<file path="config.mk">
export PLATFORM = sky130hd
export DESIGN_NAME = stream_arb_mux
export DESIGN_NICKNAME = d
export VERILOG_FILES = /design/src/rtl/rr_pick.sv /design/src/rtl/stream_arb_mux.sv
export SDC_FILE = /design/constraint.sdc
export NUM_CORES = 1
export LEC_CHECK = 0
export ABC_AREA = 1
export BUFFER_PORTS_ARGS = -buffer_cell sky130_fd_sc_hd__buf_2
export CORE_ASPECT_RATIO = 0.7
export CORE_MARGIN = 3
export CORE_UTILIZATION = 42
export DETAILED_ROUTE_END_ITERATION = 16
export PLACE_DENSITY = 0.87
export SETUP_SLACK_MARGIN = 0.5
export SKIP_LAST_GASP = 1
export SLEW_MARGIN = 10
export SYNTH_ARGS = -nofsm -noshare
export SYNTH_HDL_FRONTEND = slang
export SYNTH_SLANG_ARGS = --single-unit
</file>
<file path="constraint.sdc">
create_clock -name clock -period 2.9 [get_ports clock]
set_input_delay 0.145 -clock clock [delete_from_list [all_inputs] [get_ports clock]]
set_output_delay 0.145 -clock clock [all_outputs]
set_load 0.005 [all_outputs]
</file>
<file path="src/rtl/rr_pick.sv">
// Purpose: find-first request picker, cyclic from a start index or fixed from index 0.
// Latency: purely combinational.
// Backpressure: none; a pure function of req/start/prio.
//
// Ports:
//   req   - one request bit per channel.
//   start - first index examined in cyclic mode.
//   prio  - 1 = always scan from index 0, so the lowest requester wins.
//   found - at least one request is set.
//   index - chosen channel; 0 when nothing is found.
module rr_pick #(
  parameter int CHANNELS = 4,
  parameter int SEL_W    = $clog2(CHANNELS)
) (
  input  logic [CHANNELS-1:0] req,
  input  logic [SEL_W-1:0]    start,
  input  logic                prio,
  output logic                found,
  output logic [SEL_W-1:0]    index
);

  // Two back-to-back copies of req. A linear scan of CHANNELS bits from
  // 'base' then covers the cyclic order base..CHANNELS-1, 0..base-1 with no
  // modulo arithmetic.
  logic [2*CHANNELS-1:0] dbl;
  int                    base;

  always_comb begin
    dbl   = {req, req};
    found = 1'b0;
    index = '0;
    // Out-of-range start values (only possible for non-power-of-2 counts)
    // fall back to 0.
    base  = (prio || (int'(start) >= CHANNELS)) ? 0 : int'(start);
    // Scan from the far end so the nearest hit is the last one written.
    for (int k = CHANNELS - 1; k >= 0; k--) begin
      if (dbl[base + k]) begin
        found = 1'b1;
        index = (base + k >= CHANNELS) ? SEL_W'(base + k - CHANNELS) : SEL_W'(base + k);
      end
    end
  end

endmodule

</file>
<file path="src/rtl/stream_arb_mux.sv">
// Purpose: N-channel arbitrating stream mux (round-robin or fixed priority) with burst locking.
// Latency: 1 cycle from input accept to out_valid; sustains 1 beat/cycle.
// Backpressure: in_ready is held low while the output register is full and not being drained.
//
// Ports:
//   clock, reset - rising-edge clock; synchronous active-high reset.
//   mode_prio    - 0 = round-robin, 1 = fixed priority (lowest index wins).
//   in_data      - flattened inputs; channel i is in_data[i*WIDTH +: WIDTH].
//   in_valid     - one valid bit per channel.
//   in_last      - one end-of-burst bit per channel, qualified by in_valid.
//   in_ready     - one-hot (or zero) ready back to the granted channel.
//   out_data     - registered data of the accepted beat.
//   out_sel      - index of the channel that produced out_data.
//   out_last     - registered in_last of the accepted beat.
//   out_valid    - the output register holds a beat.
//   out_ready    - downstream takes the beat.
module stream_arb_mux #(
  parameter int WIDTH    = 32,
  parameter int CHANNELS = 4,
  parameter int SEL_W    = $clog2(CHANNELS)
) (
  input  logic                      clock,
  input  logic                      reset,
  input  logic                      mode_prio,
  input  logic [CHANNELS*WIDTH-1:0] in_data,
  input  logic [CHANNELS-1:0]       in_valid,
  input  logic [CHANNELS-1:0]       in_last,
  output logic [CHANNELS-1:0]       in_ready,
  output logic [WIDTH-1:0]          out_data,
  output logic [SEL_W-1:0]          out_sel,
  output logic                      out_last,
  output logic                      out_valid,
  input  logic                      out_ready
);

  localparam logic STATE_IDLE   = 1'b0;
  localparam logic STATE_LOCKED = 1'b1;

  logic             state, state_d;
  logic [SEL_W-1:0] lock_ch, lock_ch_d;
  logic [SEL_W-1:0] ptr, ptr_d;

  logic             pick_found;
  logic [SEL_W-1:0] pick_idx;
  logic             grant_vld;
  logic [SEL_W-1:0] grant;
  logic             space;
  logic             accept;
  logic [WIDTH-1:0] grant_data;
  logic             grant_last;

  rr_pick #(
    .CHANNELS (CHANNELS),
    .SEL_W    (SEL_W)
  ) u_pick (
    .req   (in_valid),
    .start (ptr),
    .prio  (mode_prio),
    .found (pick_found),
    .index (pick_idx)
  );

  assign space = !out_valid || out_ready;

  // While locked the grant ignores every in_valid, so in_ready never loops
  // back through the granted channel's own valid.
  always_comb begin
    grant_vld = 1'b0;
    grant     = '0;
    if (state == STATE_LOCKED) begin
      grant_vld = 1'b1;
      grant     = lock_ch;
    end else begin
      grant_vld = pick_found;
      grant     = pick_idx;
    end
  end

  always_comb begin
    in_ready = '0;
    for (int i = 0; i < CHANNELS; i++) begin
      in_ready[i] = grant_vld && (grant == SEL_W'(i)) && space && !reset;
    end
  end

  assign accept     = grant_vld && space && !reset && in_valid[grant];
  assign grant_data = in_data[int'(grant)*WIDTH +: WIDTH];
  assign grant_last = in_last[grant];

  // Next-state: a non-last beat locks onto its channel; a last beat
  // releases the lock and, in round-robin mode, moves the pointer past the
  // winner with an explicit wrap for non-power-of-2 channel counts.
  always_comb begin
    state_d   = state;
    lock_ch_d = lock_ch;
    ptr_d     = ptr;
    if (accept) begin
      if (!grant_last) begin
        state_d   = STATE_LOCKED;
        lock_ch_d = grant;
      end else begin
        state_d = STATE_IDLE;
        if (!mode_prio) begin
          ptr_d = (grant == SEL_W'(CHANNELS - 1)) ? '0 : grant + SEL_W'(1);
        end
      end
    end
  end

  always_ff @(posedge clock) begin
    if (reset) begin
      state     <= STATE_IDLE;
      lock_ch   <= '0;
      ptr       <= '0;
      out_valid <= 1'b0;
      out_data  <= '0;
      out_sel   <= '0;
      out_last  <= 1'b0;
    end else begin
      state   <= state_d;
      lock_ch <= lock_ch_d;
      ptr     <= ptr_d;
      if (accept) begin
        // A pop and a load in the same cycle keep out_valid high.
        out_valid <= 1'b1;
        out_data  <= grant_data;
        out_sel   <= grant;
        out_last  <= grant_last;
      end else if (out_ready) begin
        out_valid <= 1'b0;
      end
    end
  end

endmodule

</file>
# Word level (Yosys, flattened, before mapping)
# Index checks and enable logic that the tools add are counted.
# totals
regBits,41
in_bits,140
# classes
n_addsub,8
n_lt_le_gt_ge,9
n_eq_ne,3
shift,1
mux,35
bitwise_logic,2
reduce_logical,22
# op_table
op,n
">= comparator 32 x 4 -> 1 bit, second input constant",4
"less-than comparator 32 x 5 -> 1 bit, second input constant",4
indexed part select 128 x 8 -> 32 bit,1
2-to-1 mux 2 bit,11
2-to-1 mux 1 bit,18
logical AND 1 bit,15
binary-select mux 1 bit (select 3 bit),4
"subtractor 2 x 1 -> 2 bit, second input constant",4
"adder 2 x 2 -> 3 bit, second input constant",2
binary-select mux 1 bit (select 2 bit),2
"== test 2 bit, second input constant",2
"adder 2 x 1 -> 3 bit, second input constant",1
"less-than comparator 2 x 3 -> 1 bit, second input constant",1
AND reduction 3 bit,1
"adder 2 x 1 -> 2 bit, second input constant",1
"== test 2 x 1 -> 1 bit, second input constant",1
zero test 1 bit,2
zero test 2 bit,1
inverter 1 bit,2
AND reduction 2 bit,1
nonzero test 2 bit,1
logical OR 1 bit,1

# Depth between registers and ports, before layout
# Gate-level depths: netlist (run 1).
# depth
depth_word,14
ltp_mapped,19

# Hierarchy
# Synthesis (run 1) repeated with hierarchy kept, for this count alone.
# unflattened
cells_unflattened,468
area_unflattened_um2,2845.2
# modules_own_cells
mod,instances,cells_per_inst,area_per_inst_um2,seq_area_each_um2
stream_arb_mux,1,414,2608.8,820.8
rr_pick,1,54,236.5,0.0

# Worst setup path after synthesis (run 1)
# Ideal clock, no wire load.
# synth_path
path_kind,reg2reg
startpoint,reg ptr[0]
endpoint,reg out_data[21]
setup_ns,0.116
t_arrival_ns,1.880
t_required_ns,2.784
setup_slack_ns,0.905
stages_incl_launch_ff,17
path_buffers,3
synth_period_minus_slack_ns,1.995
cell_sequence,dfxtp_1 nand2_4 nand2_1 nand3_1 nand2_1 nor2_1 a21oi_2 nand2_2 nand2_2 buf_6 inv_2 buf_6 buf_4 o21ai_0 o22ai_1 nor2_1 nor2_1
# synth_via
elab_chain_cells,13
# synth_rtl
element,line,text
start: declaration,stream_arb_mux.sv:41,"logic [SEL_W-1:0] ptr, ptr_d;"
start signal: assignment,stream_arb_mux.sv:122,ptr <= ptr_d;
2-to-1 mux 2 bit *,rr_pick.sv:34,base = (prio || (int'(start) >= CHANNELS)) ? 0 : int'(start);
"parallel branches: the longest is 12 deep, another holds >= comparator 32 x 4 -> 1 bit",-,
end signal: assignment,stream_arb_mux.sv:126,out_data <= grant_data;
end: declaration,stream_arb_mux.sv:29,"output logic [WIDTH-1:0] out_data,"
# Every way passes the cells marked *. The select of a mux whose other input is x is not followed.
# A chain may end at the register's enable or synchronous reset.

# Worst setup path after layout (run 1)
# layout_path
startpoint,reg ptr[0]
endpoint,out in_ready[3]
# layout_via
elab_chain_cells,14
# layout_rtl
element,line,text
2-to-1 mux 2 bit *,rr_pick.sv:34,
"parallel branches: the longest is 10 deep, another holds >= comparator 32 x 4 -> 1 bit",-,
logical AND 1 bit * (3 in series),stream_arb_mux.sv:82,in_ready[i] = grant_vld && (grant == SEL_W'(i)) && space && !reset;
end: declaration,stream_arb_mux.sv:28,"output logic [CHANNELS-1:0] in_ready,"
# Marks and branches as above.

==> results of run 1 <==
[per-layer routing]
metal | wire length, um | vias to the layer above
li1 | - | 1856
met1 | 4250 | 1623
met2 | 4950 | 178
met3 | 904 | 10
met4 | 140 | 0
met5 | 0 | -
[Yosys cell counts, drive strengths merged]
library cell	number	share of area, %
nand2	33	5.1
buf	18	4.7
clkbuf	14	1.9
nand3	22	4.4
nand4	2	0.46
ha	1	0.46
dfxtp	41	30
nor3	1	0.18
a21oi	7	1.4
inv	23	3.2
nor2	148	21
o22ai	32	7.4
o21ai	104	20
[final timing paths]
| check | to | slack (ps) | cells after the start |
|---|---|---|---|
| hold / removal | ptr[0] | 80 | 2 |
| setup reg to reg | out_sel[0] | 630 | 17 |
| hold reg to reg | out_data[23] | 500 | 2 |
| setup / recovery | in_ready[3] | 620 | 13 |
[layout make-up]
class | instances | area, um^2 | area share, %
clock buffer | 7 | 86.3 | 2.11
clock inverter | 1 | 30.0 | 0.735
inverter | 23 | 98.8 | 2.42
multi-input combinational | 350 | 1710 | 41.8
sequential | 41 | 825 | 20.2
tap | 75 | 93.8 | 2.30
timing repair buffer | 203 | 1230 | 30.2
timing repair inverter | 1 | 8.76 | 0.214
[power by group through the flow]
stage	combinational [mW]	sequential, mW	clock [mW]
after global routing	1.08	0.705	0.499
after detailed placement	0.792	0.706	0
after CTS	0.835	0.695	0.479
after floorplan	0.509	0.705	0
final	0.983	0.697	0.466
after global placement	0.762	0.704	0
[stage by stage]
step | util (%) | area [um^2] | power [mW]
after global routing | 68.3 | 4090 | 2.28
after detailed placement | 60.3 | 3610 | 1.50
after global placement | 60.3 | 3610 | 1.47
after CTS | 63.6 | 3810 | 2.01
after floorplan | - | 2710 | 1.21
final | 68.3 | 4090 | 2.15
[critical path, cell delays in order (launching register included)]
cell     delay, ps
dfxtp_4        420
nand2_8         90
nand2_2         90
nand3_1         80
nand2_1         90
nand3_2        100
a21oi_2        210
nand2_4        110
nand2_8        110
buf_12         120
ha_2           180
inv_1           50
nor2_1          90
buf_2          120
[state kept, by name, summed over array words and instances (netlist names)]
signal,count
lock_ch,2
out_data,32
out_last,1
out_sel,2
out_valid,1
ptr,2
state,1
[logic make-up (layout without fill, tap and decap cells)]
family / Yosys count / after routing / synth area share, %
AO/OA/AOI/OAI: 143 / 143 / 28.3
AND/OR/NAND/NOR: 206 / 206 / 31.1
buffers and inverters: 55 / 235 / 9.80
adder cells (fa/ha/maj): 1 / 1 / 0.462
flip-flops: 41 / 41 / 30.3
[repair_timing]
item | 4_1_cts | 5_1_grt
cloned | 0 | 5
setup buffers | 5 | 6
pin swaps | 2 | 4
setup endpoints to repair | 44 | 43
gates resized for setup | 10 | 48
hold endpoints to repair | 0 | 0
==> flow_metrics.tcl, run 1 <==
set metrics [dict create \
    n_fill_cell 536 \
    io_pins 180 \
    cts_tree "yes" \
    busiest_layer "met2" \
    cap_violations 0 \
    slew_headroom_pct 77.7 \
    hp-start "reset" \
    die_y_um 73.2 \
    vias 3667 \
    yosysWarnings 0 \
    hold_ws_ps 83.4 \
    cts.path.max_buffers 2 \
    layout_common_cells "buf_2, nor2_1, o21ai_0, dfxtp_1, o22ai_1" \
    drt-total-wl_um 10200 \
    fin_nets 766 \
    area_growth_syn_to_layout_pct 50.9 \
    peakVddDrop_mv 0.262 \
    clk_latency_ps 290 \
    grt_pass1_wl_um 14300 \
    grt_setup_unrepaired "yes" \
    use_met3_pct 4.58 \
    crit_type "reg2out" \
    grt_use_met2_pct 44.4 \
    critPathRequiredTime_ps 2760 \
    post_drt_wl_per_cell_um 14.6 \
    synth.distinct_cells 25 \
    die_x_um 102 \
    grt_usage_pct 23.8 \
    core-area_um2 5990 \
    drtPass1Iterations 5 \
    gp_congestion 0.936 \
    hpwl_um 7190 \
    startpoint "ptr[0]" \
    r2r-start "ptr[0]" \
    outcome "finished, final reports clean" \
    power_frac_seq_pct 32.5 \
    postCtsHoldBufs 0 \
    min_period_ps 2280 \
    dr.first_iter.drc_count 237 \
    place_ws_ps 238 \
    skew_ps 6.50 \
    clkSinkCount 41 \
    rows 23 \
    grt_overflow_total 0 \
    ctsHtreeMaxLevel 2 \
    netlist_area_um2 2710 \
    grt_pass1_vias 3192 \
    io_buffer_count 179 \
    internal-power_mw 1.37 \
    comb_power_share_pct 45.8 \
    final_common_cell "buf_2" \
    drc 0 \
    switching_share_pct 36.3 \
    finalSetupViolations 0 \
    antenna_found_initial 0 \
    diodes 0 \
    cp_max_fo 7 \
    fin_ws_ps 616 \
    grt_max_degree 39 \
    worst_pin_slew_ps 334 \
    yosysSeqAreaShare_pct 30.3 \
    fin_cells 701 \
    crit_arrival_ps 2140 \
    die_area_um2 7460 \
    cts_buffers 5 \
    vias_per_cell 5.23 \
    met1_usage_pct 28.0 \
    synth_area_per_cell_um2 6.07 \
    hold_violations 0 \
    power.share.clock_pct 21.7 \
    fin_setup_tns_ps 0 \
    initial_core_util_pct 45.2 \
    root_buffer "clkbuf_8" \
    pwr_density_cell_nw_per_um2 525 \
    cp-start-kind "flip-flop" \
    syn_inst 446 \
    min_period_over_period_pct 78.8 \
    drive_gt1_share_pct 38.7 \
    ant_nets 0 \
    dp.cells 677 \
    max_freq_ghz 0.438 \
    hold_class "in2reg" \
    power_leakage_nw 2.05 \
    ys_ff_latch 41 \
    drv_slew 0 \
    clk_pin_slew_ps 80 \
    end_kind "output pin" \
    synth.net_count 587 \
    p_switching_uw 780 \
]
(Power assumes the default switching activity.)
==> run 2, diff against run 1 <==
--- a/config.mk
+++ b/config.mk
@@ -9,9 +9,9 @@
 export BUFFER_PORTS_ARGS = -buffer_cell sky130_fd_sc_hd__buf_2
 export CORE_ASPECT_RATIO = 0.7
 export CORE_MARGIN = 3
-export CORE_UTILIZATION = 42
+export CORE_UTILIZATION = 38
 export DETAILED_ROUTE_END_ITERATION = 16
-export PLACE_DENSITY = 0.87
+export PLACE_DENSITY = 0.84
 export SETUP_SLACK_MARGIN = 0.5
 export SKIP_LAST_GASP = 1
 export SLEW_MARGIN = 10
==> constraint.sdc (replaced) <==
create_clock -name clock -period 2.1 [get_ports clock]
set_input_delay 0.105 -clock clock [delete_from_list [all_inputs] [get_ports clock]]
set_output_delay 0.105 -clock clock [all_outputs]
set_load 0.005 [all_outputs]
==> run 2 against run 1 <==
Effect of this change:
- the flow now finishes with violations (setup timing)
- combinational power is 45% higher
- via count rose by 2.2%
- die area grew 9.8%
- sequential cell count unchanged
- cell count up 5.3%
- total power rose by 39%
- clock power is 28% higher
==> flow_metrics.tcl, run 2 (synthesis gave the netlist of run 1 again) <==
set metrics [dict create \
    ant_nets 0 \
    min_period_over_period_pct 105 \
    path_common_cell "inv_2" \
    failed_checks "setup timing" \
    cp_max_fo 4 \
    path_cells "inv_2, nor2_4, inv_2, nand3_2, nand2_2, nor2_2, a21oi_2, nand2_2, buf_4, nand3_2, nand3_4, inv_2, nor2_4, buf_6, buf_4, nand2_1, nand2_1, a21oi_1" \
    antenna_found_initial 0 \
    wl_met1_um 4480 \
    fin_nets 784 \
    post-route-util_pct 64.2 \
    r2r_cells 18 \
    die_y_um 76.6 \
    initial_core_util_pct 39.7 \
    drv_slew 0 \
    dp.cells 706 \
    cts.path.max_buffers 2 \
    grt_pass1_vias 3556 \
    finalPower_mw 2.99 \
    gp_congestion 0.909 \
    cap_violations 0 \
    power.share.clock_pct 19.9 \
    finalSetupViolations 39 \
    crit_path_max_incr_delay_ps 370 \
    drive_gt1_share_pct 46.3 \
    grt_max_degree 45 \
    grt_overflow_total 0 \
    io_buffer_count 179 \
    vias 3747 \
    die_x_um 107 \
    rows 25 \
    hold_class "in2reg" \
    worst_pin_slew_ps 443 \
    die_area_um2 8190 \
    end_kind "flip-flop" \
    crit_type "reg2reg" \
    route.met3.wl_um 890 \
    slew_headroom_pct 70.4 \
    design_area_um2 4380 \
    cts_buffers 5 \
    hold_violations 0 \
    post_drt_wl_per_cell_um 14.2 \
    min_path_cells 2 \
    crit_arrival_ps 2390 \
    diodes 0 \
    final_common_cell "buf_2" \
    critPathRequiredTime_ps 2290 \
    io_pins 180 \
    max_freq_ghz 0.453 \
    clk_latency_ps 300 \
    peakVddDrop_mv 0.319 \
    hpwl_um 7480 \
    skew_ps 13.3 \
    fin_cells 738 \
    place_ws_ps -27.1 \
    hold_ws_ps 33.1 \
    dr.first_iter.drc_count 306 \
    pwr_density_cell_nw_per_um2 683 \
    grt_usage_pct 23.8 \
    vias_per_cell 5.08 \
    root_buffer "clkbuf_8" \
    grt_pass1_wl_um 16100 \
    maxUsedRoutingLayer "met4" \
    fin_ws_ps -108 \
    ctsHtreeMaxLevel 2 \
    core-area_um2 6820 \
    power_frac_seq_pct 32.3 \
    switching_share_pct 38.2 \
    comb_power_share_pct 47.8 \
    clkSinkCount 41 \
    power_leakage_nw 2.17 \
    area_growth_syn_to_layout_pct 61.7 \
    layout_common_cells "buf_2, nor2_1, o21ai_0, dfxtp_1, o22ai_1" \
    registers.top_by_ff_count "out_data" \
    p_switching_mw 1.14 \
    clk_pin_slew_ps 90 \
    outcome "finished, violations left" \
    drt-total-wl_um 10500 \
    routed-wl-met2_um 5040 \
    cp-start-kind "flip-flop" \
    cts_tree "yes" \
    min_period_ps 2210 \
    postCtsHoldBufs 0 \
    drc 0 \
    grt_setup_unrepaired "yes" \
    fin_setup_tns_ps -1940 \
    slowest_stage "dfxtp_2" \
    drtPass1Iterations 5 \
    internal-power_mw 1.85 \
    dpl_cell_area_um2 3770 \
    largest_reg_flops 32 \
]
[run 2: changes by cell type in the layout (fill, tap and decap cells not counted), moves of 2 or more]
cell / previous run / this run
o21ai_2: 1 / 16
buf_4: 11 / 24
o21ai_1: 31 / 18
buf_6: 3 / 11
nand3_1: 18 / 11
nand3_2: 4 / 10
inv_1: 17 / 12
inv_2: 5 / 10
nand2_4: 2 / 7
nand2_1: 22 / 18
nor2_1: 143 / 139
nor2_4: 3 / 6
clkbuf_16: 4 / 2
o21ai_0: 71 / 69
[run 2: final cells by class]
cell class / instances / area (um^2)
clock buffers: 7 / 96.3
clock inverters: 1 / 8.76
fillers: 634 / 2440
inverters: 23 / 88.8
multi-input cells: 350 / 1870
flip-flops and latches: 41 / 826
well taps: 94 / 118
repair buffers: 222 / 1370
[run 2: what timing repair did]
action                     in CTS  in global routing
gates resized for setup        52                 32
setup endpoints to repair      45                 45
pin swaps                      13                 28
gates cloned                    1                  2
buffers inserted               11                 10
[run 2: metal layers]
layer,vias up,GRT usage (%)
li1,1895,-
met1,1691,29.1
met2,152,42.3
met3,9,5.93
met4,0,4.60
met5,-,0
[run 2: worst max-delay path, delay by kind of cell, from the launching register on]
kind	cells	cell delay, ps
DFF	1	370
AOI/OAI and AO/OA	2	120
buffers and inverters	6	600
and+or+nand+nor	10	1010
[run 2: final timing paths]
path / start / end / slack, ps
setup / recovery: ptr[1] / ptr[0] / -110
hold / removal: reset / state / 30
setup reg to reg: ptr[1] / ptr[0] / -110
hold reg to reg: out_data[1] / out_data[1] / 500
[run 2: power groups by stage]
stage                     registers (mW)  logic [mW]  clock network, mW
after floorplan                    0.973       0.728                  0
after global placement             0.967        1.15                  0
after detailed placement           0.972        1.17                  0
after CTS                          0.965        1.31              0.608
after global routing               0.981        1.58              0.641
final                              0.967        1.43              0.596
